**src/rtl/therm_n1_mem_pkg.sv**
```systemverilog
// Shared types and widths for the fetch/LSU memory arbiter slice.
package therm_n1_mem_pkg;

  localparam int unsigned WORD_W    = 32;
  localparam int unsigned ADDR_W    = 64;
  localparam int unsigned GNT_FETCH = 0;
  localparam int unsigned GNT_LSU   = 1;

  typedef enum logic [1:0] {IDLE, ACCESS, WAIT, ERR} arb_state_e;
  typedef enum logic {OWN_FETCH, OWN_LSU} owner_e;

  function automatic logic is_misaligned(input logic [1:0] addr_lsb);
    return addr_lsb != 2'b00;
  endfunction

endpackage

```
**src/rtl/therm_n1_mem_grant.sv**
```systemverilog
// Fixed LSU-priority select with a fetch starvation guard.
module therm_n1_mem_grant
  import therm_n1_mem_pkg::*;
#(
  parameter int unsigned STARVE_LIMIT = 4
) (
  input  logic       clock,
  input  logic       reset_neg,
  input  logic       idle,
  input  logic       fetch_valid,
  input  logic       lsu_valid,
  output logic [1:0] grant
);

  localparam int unsigned CNT_W = $clog2(STARVE_LIMIT + 1);

  logic [CNT_W-1:0] starve_cnt;
  logic             starved;
  logic             grant_fetch;

  always_comb begin
    starved            = starve_cnt >= CNT_W'(STARVE_LIMIT);
    grant_fetch        = fetch_valid && (!lsu_valid || starved);
    grant              = '0;
    grant[GNT_FETCH]   = grant_fetch;
    grant[GNT_LSU]     = lsu_valid && !grant_fetch;
  end

  // Only IDLE-state arbitrations count as lost; the count saturates at the limit.
  always_ff @(posedge clock or negedge reset_neg) begin
    if (!reset_neg) begin
      starve_cnt <= '0;
    end else if (idle && fetch_valid) begin
      if (grant_fetch)  starve_cnt <= '0;
      else if (!starved) starve_cnt <= starve_cnt + 1'b1;
    end
  end

endmodule

```
**src/rtl/therm_n1_memory_arbiter.sv**
```systemverilog
// Serialises fetch and LSU accesses onto the single-port memory, one access outstanding.
module therm_n1_memory_arbiter
  import therm_n1_mem_pkg::*;
#(
  parameter int unsigned MEM_LATENCY  = 1,
  parameter int unsigned STARVE_LIMIT = 4
) (
  input  logic              clock,
  input  logic              reset_neg,
  input  logic              fetch_req_valid,
  output logic              fetch_req_ready,
  input  logic [ADDR_W-1:0] fetch_addr,
  input  logic              fetch_flush,
  output logic              fetch_rsp_valid,
  output logic [WORD_W-1:0] fetch_rsp_data,
  output logic              fetch_rsp_error,
  input  logic              lsu_req_valid,
  output logic              lsu_req_ready,
  input  logic              lsu_req_write,
  input  logic [ADDR_W-1:0] lsu_addr,
  input  logic [WORD_W-1:0] lsu_wdata,
  output logic              lsu_rsp_valid,
  output logic [WORD_W-1:0] lsu_rsp_data,
  output logic              lsu_rsp_error,
  output logic              mem_chip_enable,
  output logic              mem_write_enable,
  output logic [ADDR_W-1:0] mem_address,
  output logic [WORD_W-1:0] mem_data_store,
  input  logic [WORD_W-1:0] mem_data_load
);

  localparam logic [1:0] WAIT_LAST = (MEM_LATENCY > 1) ? 2'(MEM_LATENCY - 2) : 2'd0;

  arb_state_e        state_q, state_d;
  owner_e            owner_q, pend_owner_q;
  logic              wr_q, drop_q, pend_q, pend_drop_q, pend_wr_q;
  logic [1:0]        wait_q;
  logic [1:0]        grant;
  logic              idle, hs, mis, done, drop_now;
  logic [ADDR_W-1:0] sel_addr;

  therm_n1_mem_grant #(.STARVE_LIMIT(STARVE_LIMIT)) u_grant (
    .clock       (clock),
    .reset_neg   (reset_neg),
    .idle        (idle),
    .fetch_valid (fetch_req_valid),
    .lsu_valid   (lsu_req_valid),
    .grant       (grant)
  );

  assign idle             = state_q == IDLE;
  assign fetch_req_ready  = idle && grant[GNT_FETCH];
  assign lsu_req_ready    = idle && grant[GNT_LSU];
  assign hs               = fetch_req_ready || lsu_req_ready;
  assign sel_addr         = grant[GNT_LSU] ? lsu_addr : fetch_addr;
  assign mis              = is_misaligned(sel_addr[1:0]);
  assign drop_now         = drop_q || (fetch_flush && owner_q == OWN_FETCH);
  assign mem_chip_enable  = state_q == ACCESS;
  assign mem_write_enable = (state_q == ACCESS) && wr_q;

  always_comb begin
    state_d = state_q;
    done    = 1'b0;
    unique case (state_q)
      IDLE:   if (hs) state_d = mis ? ERR : ACCESS;
      ACCESS: begin
        if (MEM_LATENCY <= 1) begin
          state_d = IDLE;
          done    = 1'b1;
        end else begin
          state_d = WAIT;
        end
      end
      WAIT: begin
        if (wait_q == WAIT_LAST) begin
          state_d = IDLE;
          done    = 1'b1;
        end
      end
      ERR:     state_d = IDLE;
      default: state_d = IDLE;
    endcase
  end

  // Load data is captured one edge after the access leaves ACCESS/WAIT, once the
  // memory output is stable; the arbiter is already back in IDLE during that cycle.
  always_ff @(posedge clock or negedge reset_neg) begin
    if (!reset_neg) begin
      state_q         <= IDLE;
      owner_q         <= OWN_FETCH;
      wr_q            <= 1'b0;
      drop_q          <= 1'b0;
      wait_q          <= '0;
      pend_q          <= 1'b0;
      pend_drop_q     <= 1'b0;
      pend_owner_q    <= OWN_FETCH;
      pend_wr_q       <= 1'b0;
      mem_address     <= '0;
      mem_data_store  <= '0;
      fetch_rsp_valid <= 1'b0;
      fetch_rsp_data  <= '0;
      fetch_rsp_error <= 1'b0;
      lsu_rsp_valid   <= 1'b0;
      lsu_rsp_data    <= '0;
      lsu_rsp_error   <= 1'b0;
    end else begin
      state_q <= state_d;
      if (hs) begin
        owner_q <= grant[GNT_LSU] ? OWN_LSU : OWN_FETCH;
        drop_q  <= 1'b0;
        if (!mis) begin
          wr_q        <= grant[GNT_LSU] && lsu_req_write;
          mem_address <= sel_addr;
          if (grant[GNT_LSU]) mem_data_store <= lsu_wdata;
        end
      end else if (!idle && fetch_flush && owner_q == OWN_FETCH) begin
        drop_q <= 1'b1;
      end

      if (state_q == ACCESS)    wait_q <= '0;
      else if (state_q == WAIT) wait_q <= wait_q + 1'b1;

      pend_q       <= done;
      pend_drop_q  <= drop_now;
      pend_owner_q <= owner_q;
      pend_wr_q    <= wr_q;

      fetch_rsp_valid <= 1'b0;
      lsu_rsp_valid   <= 1'b0;
      if (pend_q) begin
        if (pend_owner_q == OWN_FETCH) begin
          if (!pend_drop_q) begin
            fetch_rsp_valid <= 1'b1;
            fetch_rsp_data  <= mem_data_load;
            fetch_rsp_error <= 1'b0;
          end
        end else begin
          lsu_rsp_valid <= 1'b1;
          lsu_rsp_error <= 1'b0;
          if (!pend_wr_q) lsu_rsp_data <= mem_data_load;
        end
      end
      if (state_q == ERR) begin
        if (owner_q == OWN_FETCH) begin
          if (!drop_now) begin
            fetch_rsp_valid <= 1'b1;
            fetch_rsp_error <= 1'b1;
          end
        end else begin
          lsu_rsp_valid <= 1'b1;
          lsu_rsp_error <= 1'b1;
        end
      end
    end
  end

endmodule

```
**config.mk**
```make
export PLATFORM = sky130hd
export DESIGN_NAME = therm_n1_memory_arbiter
export DESIGN_NICKNAME = d
export VERILOG_FILES = /design/src/rtl/therm_n1_mem_pkg.sv /design/src/rtl/therm_n1_mem_grant.sv /design/src/rtl/therm_n1_memory_arbiter.sv
export SDC_FILE = /design/constraint.sdc
export NUM_CORES = 1
export LEC_CHECK = 0
export ABC_AREA = 1
export CAP_MARGIN = 10
export CORE_MARGIN = 5
export CORE_UTILIZATION = 25
export DETAILED_ROUTE_END_ITERATION = 10
export PLACE_DENSITY = 0.64
export SLEW_MARGIN = 20
export SYNTH_ARGS = -nofsm -noshare
export SYNTH_HDL_FRONTEND = slang
export SYNTH_SLANG_ARGS = --single-unit
```
**constraint.sdc**
```tcl
create_clock -name clock -period 4.4 [get_ports clock]
set_input_delay 1.32 -clock clock [delete_from_list [all_inputs] [get_ports clock]]
set_output_delay 1.32 -clock clock [all_outputs]
set_load 0.1 [all_outputs]
```
==> results.toml, run 1 <==
[sta]
slew_violations = 0
period_minus_slack_ns = 3.80
period_share = 0.864
worst_pin_slew_ns = 1.06
slew_headroom = 0.294
fin_skew_ns = 0.0109
setup-tns-final_ns = 0
finalSetupViolations = 0
hold_viol = 0
worst_slack_ns = 0.597
max_freq_mhz = 263
rsz0062_at_grt = "false"

[layout]
drive_above_1_share = 0.0440
fin_nets = 1487
fin_util = 0.403
finalInstanceArea_um2 = 12300
antenna_cells = 0
syn_to_final_growth_pct = 58.9

[yosys]
yosys.area.top_type = "dfrtp_1"
yosysWarnings = 0
avgSynthCellArea_um2 = 8.18
yosysUniqueCellTypes = 21
synth_ff_type = "dfrtp_1"
netlist_area_um2 = 7750
syn-num-nets = 1153
netlist_instances = 948
async_flop_share = 1.00
synth_edf_count = 0
synth_commonest_cells = "431 x nand2_1, 178 x dfrtp_1, 131 x nand3_1, 71 x o21ai_0, 48 x inv_1"
synth.most_common_cell = "nand2_1"
synth_seq_area_share = 0.575
synth-seq-cells = 178
synth_top_area_share = 0.575
yosys-top-cells-area = "dfrtp_1 57%, nand2_1 21%, nand3_1 8.5%, o21ai_0 4.6%, inv_1 2.3%"

[clocking]
clockBufferDepth = 2
path_clk_slew_ns = 0.07
holdBufCountCts = 0
cts-root-buf = "clkbuf_16"
post-cts-setup-buffers = 0
cts_tree = "done"
cts_htree_levels = 4
cts_sinks = 178
numCtsBuffers = 17
clock_latency_ns = 0.42
post_cts_resized = 0

[setup_path]
reg2reg_slack_ns = 2.13
critPathCaptureType = "output port"
r2r_end = "wr_q"
crit_type = "primary input to output port"
worstPathRequired_ns = 3.08
cp_max_fo = 4
startpoint_type = "primary input"
cp.arrival_ns = 2.48
r2r_cells = 8
rr_startpoint = "state_q[0]"

[die]
core_region_area_um2 = 30600
start_util = 0.253
die_area_um2 = 34600
core.rowCount = 64
die_h_um = 186
pin_count = 366
fp.dieW_um = 186

[placed_design]
place_hpwl_mm = 18.8
pre_cts_slack_ns = 0.590
port_buffers = 365
gp_congestion = 0.812
dpl_cell_area_um2 = 11700

[min_path]
hold_depth = 0
hold_path.class = "register to register"
whs_endpoint = "pend_wr_q"
hold_start = "wr_q"

[outcome]
status = "completed"

[drt]
routedWlPerCell_um = 14.9
via_per_inst = 4.33
drtPass1Iterations = 4
wl_mm = 25.1
vias = 7319
drtIter0Drc = 271
ant_nets = 0
drc = 0

[global_route]
grt_start_max_net_pins = 74
track_usage = 0.144
antenna_found_initial = 0
grt-ovfl-total = 0
grt_pass1_wl_mm = 39.7
grt_pass1_vias = 7494

[run]
max_cap_viol_count = 0
-- area by class of cell --
cell class	instances	area (µm²)
Fill cell	3076	18300
Sequential cell	178	4450
Timing Repair Buffer	375	3750
Multi-Input combinational cell	660	2850
Tap cell	396	495
Clock buffer	19	453
Inverter	50	188
Clock inverter	13	125
-- worst max-delay path, cell delays in order --
cell and delay (ns):
clkdlybuf4s50_1 0.55, nand2_1 0.12, nor2_1 0.26, buf_12 0.22
-- cells by family after synthesis --
kind of cell | count (synthesis) | synth area share
compound gates | 79 | 0.0529
fa+ha+maj | 7 | 0.0113
buf+inv | 110 | 0.0604
flops | 178 | 0.575
simple gates | 574 | 0.301
-- cell usage in the layout (no fill, tap or decap), types with 2 or more instances in the layout --
master and count:
nand2_1 429, clkdlybuf4s50_1 359, dfrtp_1 178, nand3_1 131, o21ai_0 71, inv_1 48, clkbuf_16 17, buf_4 11
ha_1 7, nor2_1 6, inv_6 5, nand2_2 4, a21boi_0 3, clkinv_2 3, buf_12 3, inv_2 2
a21oi_1 2, clkbuf_8 2, clkinv_4 2
-- per-stage QoR --
stage                     std cells  hold WS, ns
after global routing           1691        0.429
after floorplan                 948        0.374
after detailed placement       1659        0.391
after CTS                      1691        0.409
after global placement         1659        0.392
final                          1691        0.408
-- routing by layer --
layer / GRT usage / up-vias / share of wire
met5: 0 / - / 0
met4: 0.0443 / 0 / 0.022
met3: 0.0567 / 35 / 0.099
met2: 0.227 / 298 / 0.45
met1: 0.184 / 3333 / 0.43
li1: - / 3653 / -
-- sequential cells by signal, summed over array words and instances, names as in the netlist, 2 cells and up --
name and cells:
fetch_rsp_data 32, state_q 2, wait_q 2, mem_address 64, u_grant.starve_cnt 3, lsu_rsp_data 32
mem_data_store 32
-- worst max path at each step --
stage	startpoint	to	slack (ns)	cells past startpoint
detailed placement	fetch_req_valid	fetch_req_ready	0.59	4
global route	fetch_req_valid	fetch_req_ready	0.54	4
CTS	fetch_req_valid	fetch_req_ready	0.58	4
finish	fetch_req_valid	fetch_req_ready	0.60	4
floorplan	lsu_req_valid	fetch_req_ready	0.19	4
global placement	fetch_req_valid	fetch_req_ready	0.62	4
Power of run 1 is not shown: default switching activity piles up to over one toggle a cycle in this logic, so the estimate is an artifact.
==> inputs of run 2 (changes only) <==
--- a/config.mk
+++ b/config.mk
@@ -10,7 +10,7 @@
 export CORE_MARGIN = 5
 export CORE_UTILIZATION = 25
 export DETAILED_ROUTE_END_ITERATION = 10
-export PLACE_DENSITY = 0.64
+export PLACE_DENSITY_LB_ADDON = 0.3
 export SLEW_MARGIN = 20
 export SYNTH_ARGS = -nofsm -noshare
 export SYNTH_HDL_FRONTEND = slang
==> results.toml, run 2 (synthesis results as in run 1) <==
[layout]
antenna_cells = 0
finalInstanceArea_um2 = 12300
top_register = "mem_address"
fin_util = 0.404
largest_reg_flops = 64
drive_above_1_share = 0.0440
final_common_cell = "nand2_1"
fin_nets = 1488
syn_to_final_growth_pct = 59.3
mostFrequentLayoutCells = "429 x nand2_1, 359 x clkdlybuf4s50_1, 178 x dfrtp_1"

[setup_path]
critPathCaptureType = "output port"
crit_type = "primary input to output port"
cp_max_fo = 4
r2r_cells = 9
cp.arrival_ns = 2.47
critPathSlowestCell = "clkdlybuf4s50_1"
slowest_delay_ns = 0.52
worstPathRequired_ns = 3.08
cp_cell_sequence = "clkdlybuf4s50_1 > nand2_1 > nor2_1 > buf_12"
path_buf_inv = 2
worstSetupPathDepth = 4
reg2reg_slack_ns = 2.12
startpoint_type = "primary input"
path_delay_family = "buffers and inverters"

[drt]
wl_mm = 25.3
ant_nets = 0
vias = 7233
routedWlPerCell_um = 14.9
drtPass1Iterations = 4
via_per_inst = 4.28
drtIter0Drc = 422
drc = 0

[placed_design]
gp_congestion = 0.782
place_hpwl_mm = 18.4
port_buffers = 365
dpl_cell_area_um2 = 11800

[clocking]
cts_htree_levels = 4
clock_latency_ns = 0.43
cts_tree = "done"
post-cts-setup-buffers = 0
cts_sinks = 178
holdBufCountCts = 0
clockBufferDepth = 2
path_clk_slew_ns = 0.06
post_cts_resized = 0
numCtsBuffers = 17
cts-root-buf = "clkbuf_16"

[die]
start_util = 0.253
core.rowCount = 64
fp.dieW_um = 186
die_area_um2 = 34600
core_region_area_um2 = 30600
pin_count = 366
die_h_um = 186

[sta]
worst_pin_slew_ns = 1.07
slew_violations = 0
fin_skew_ns = 0.0117
finalSetupViolations = 0
period_share = 0.862
slew_headroom = 0.287
setup-tns-final_ns = 0
rsz0062_at_grt = "false"
whs_ns = 0.419
hold_viol = 0
period_minus_slack_ns = 3.79
max_freq_mhz = 264

[min_path]
hold_depth = 0
hold_path.class = "register to register"

[run]
max_cap_viol_count = 0

[outcome]
status = "completed"

[global_route]
grt_pass1_vias = 7116
antenna_found_initial = 0
grt_pass1_wl_mm = 39.2
grt_start_max_net_pins = 79
grt-ovfl-total = 0
track_usage = 0.143
## run 2: worst paths after layout
kind | start | end
max | fetch_req_valid | fetch_req_ready
min | owner_q | pend_owner_q
max reg2reg | u_grant.starve_cnt[2] | mem_address[34]
min reg2reg | owner_q | pend_owner_q
max in group asynchronous | reset_neg | fetch_rsp_data[6]
min in group asynchronous | reset_neg | mem_data_store[2]
## run 2: layout make-up
class / count / area, µm²
fillers: 3073 / 18200
inverters: 50 / 188
flip-flops and latches: 178 / 4450
clock inverters: 13 / 154
well taps: 396 / 495
clock buffers: 18 / 439
multi-input cells: 660 / 2840
repair buffers: 376 / 3770
## run 2: metrics by stage
stage / instances / setup WS, ns
after global routing: 1691 / 0.523
after CTS: 1691 / 0.582
after floorplan: 948 / 0.191
after detailed placement: 1660 / 0.594
final: 1691 / 0.608
after global placement: 1660 / 0.619
## run 2: metal layers
metal  share of wire  track usage  up-vias
li1                -            -     3655
met1            0.44        0.191     3269
met2            0.45        0.221      282
met3           0.096       0.0494       27
met4           0.015       0.0382        0
met5               0            0        -
Power of run 2 is left out for the same reason.
==> inputs of run 3 (changes only) <==
--- a/config.mk
+++ b/config.mk
@@ -7,10 +7,11 @@
 export LEC_CHECK = 0
 export ABC_AREA = 1
 export CAP_MARGIN = 10
-export CORE_MARGIN = 5
+export CORE_MARGIN = 2
 export CORE_UTILIZATION = 25
 export DETAILED_ROUTE_END_ITERATION = 10
 export PLACE_DENSITY_LB_ADDON = 0.3
+export RECOVER_POWER = 25
 export SLEW_MARGIN = 20
 export SYNTH_ARGS = -nofsm -noshare
 export SYNTH_HDL_FRONTEND = slang
==> results.toml, run 3 (synthesis results as in run 1) <==
[min_path]
hold_depth = 0
hold_start = "wr_q"
whs_endpoint = "pend_wr_q"
hold_path.class = "register to register"

[layout]
drive_above_1_share = 0.0462
seq_area_um2 = 4450
syn_to_final_growth_pct = 59.8
fin_nets = 1491
top_register = "mem_address"
largest_reg_flops = 64
fillerInstances = 3078
multi_input_area_um2 = 2850
final_common_cell = "nand2_1"
mostFrequentLayoutCells = "429 x nand2_1, 326 x clkdlybuf4s50_1, 178 x dfrtp_1"

[setup_path]
crit_type = "primary input to output port"
startpoint_type = "primary input"
cp_common_cell = "nand2_2"
critPathCaptureType = "output port"
r2r_cells = 9
worstPathRequired_ns = 3.08
reg2reg_slack_ns = 1.74
critPathSlowestCell = "clkdlybuf4s50_1"
rr_startpoint = "state_q[0]"
cp.arrival_ns = 2.49
slowest_delay_ns = 0.48
cp_max_fo = 3
r2r_end = "wr_q"
cp_cell_sequence = "clkdlybuf4s50_1 > nand2_2 > nand2_2 > nor2_1 > buf_12"

[sta]
fin_skew_ns = 0.0166
slew_violations = 108
period_minus_slack_ns = 3.81
hold_viol = 0
worst_slack_ns = 0.592
period_share = 0.866
finalSetupViolations = 0
slew_headroom = -0.885
rsz0062_at_grt = "false"
max_freq_mhz = 263
setup-tns-final_ns = 0
worst_pin_slew_ns = 2.83

[clocking]
post_cts_resized = 0
cts_sinks = 178
cts_htree_levels = 4
path_clk_slew_ns = 0.07
clockBufferDepth = 2
holdBufCountCts = 0
cts_tree = "done"
numCtsBuffers = 17
post-cts-setup-buffers = 0
cts-root-buf = "clkbuf_16"
clock_latency_ns = 0.43

[placed_design]
place_hpwl_mm = 17.6
gp_congestion = 0.772
pre_cts_slack_ns = 0.578
port_buffers = 365

[drt]
ant_nets = 0
drc = 0
via_per_inst = 4.34
vias = 7367
drtIter0Drc = 393
drtPass1Iterations = 5
wl_mm = 24.8
routedWlPerCell_um = 14.6

[global_route]
track_usage = 0.154
grt_pass1_vias = 7166
grt-ovfl-total = 0
antenna_found_initial = 2
grt_pass1_wl_mm = 40.0
grt_start_max_net_pins = 109

[die]
die_h_um = 180
core_region_area_um2 = 30600
die_area_um2 = 32400
fp.dieW_um = 180
pin_count = 366
core.rowCount = 64
start_util = 0.253

[run]
max_cap_viol_count = 1

[outcome]
status = "finished with violations"
violations = "max-capacitance violations, max-slew violations"
[run 3: how the worst max path moves through the flow]
stage / from / endpoint / slack (ns) / depth (start not counted)
after global placement: fetch_req_valid / lsu_req_ready / 0.61 / 5
after floorplan: lsu_req_valid / fetch_req_ready / 0.19 / 4
after CTS: fetch_req_valid / lsu_req_ready / 0.56 / 5
final: fetch_req_valid / lsu_req_ready / 0.59 / 5
after global routing: reset_neg / fetch_rsp_data[15] / 0.32 / 1
after detailed placement: fetch_req_valid / lsu_req_ready / 0.58 / 5
[run 3: routing by layer]
layer / wire, µm / up-vias / track usage / share of wire
met5: 0 / - / 0 / 0
met4: 353 / 0 / 0.0452 / 0.014
met3: 1860 / 19 / 0.0483 / 0.075
met2: 11100 / 293 / 0.239 / 0.45
met1: 11500 / 3394 / 0.206 / 0.46
li1: - / 3661 / - / -
[run 3: layout make-up]
class | instances | share of cell area
Antenna cell | 1 | 0.000202
Clock buffer | 17 | 0.0343
Clock inverter | 15 | 0.0151
Inverter | 50 | 0.0152
Multi-Input combinational cell | 660 | 0.230
Sequential cell | 178 | 0.360
Tap cell | 396 | 0.0400
Timing Repair Buffer | 379 | 0.306
[run 3: metrics by stage]
step	instance area, µm²	hold slack (ns)	instances	util
after floorplan	7750	0.374	948	-
after CTS	12400	0.412	1695	0.405
final	12400	0.413	1696	0.405
after global routing	12400	0.435	1696	0.405
after global placement	11800	0.398	1663	0.385
after detailed placement	11800	0.395	1663	0.385
[run 3: worst max-delay path: cells and delay by family]
kind / cells / cell delay, ns
buf+inv: 2 / 0.71
simple gates: 3 / 0.46
Power of run 3 is left out for the same reason.
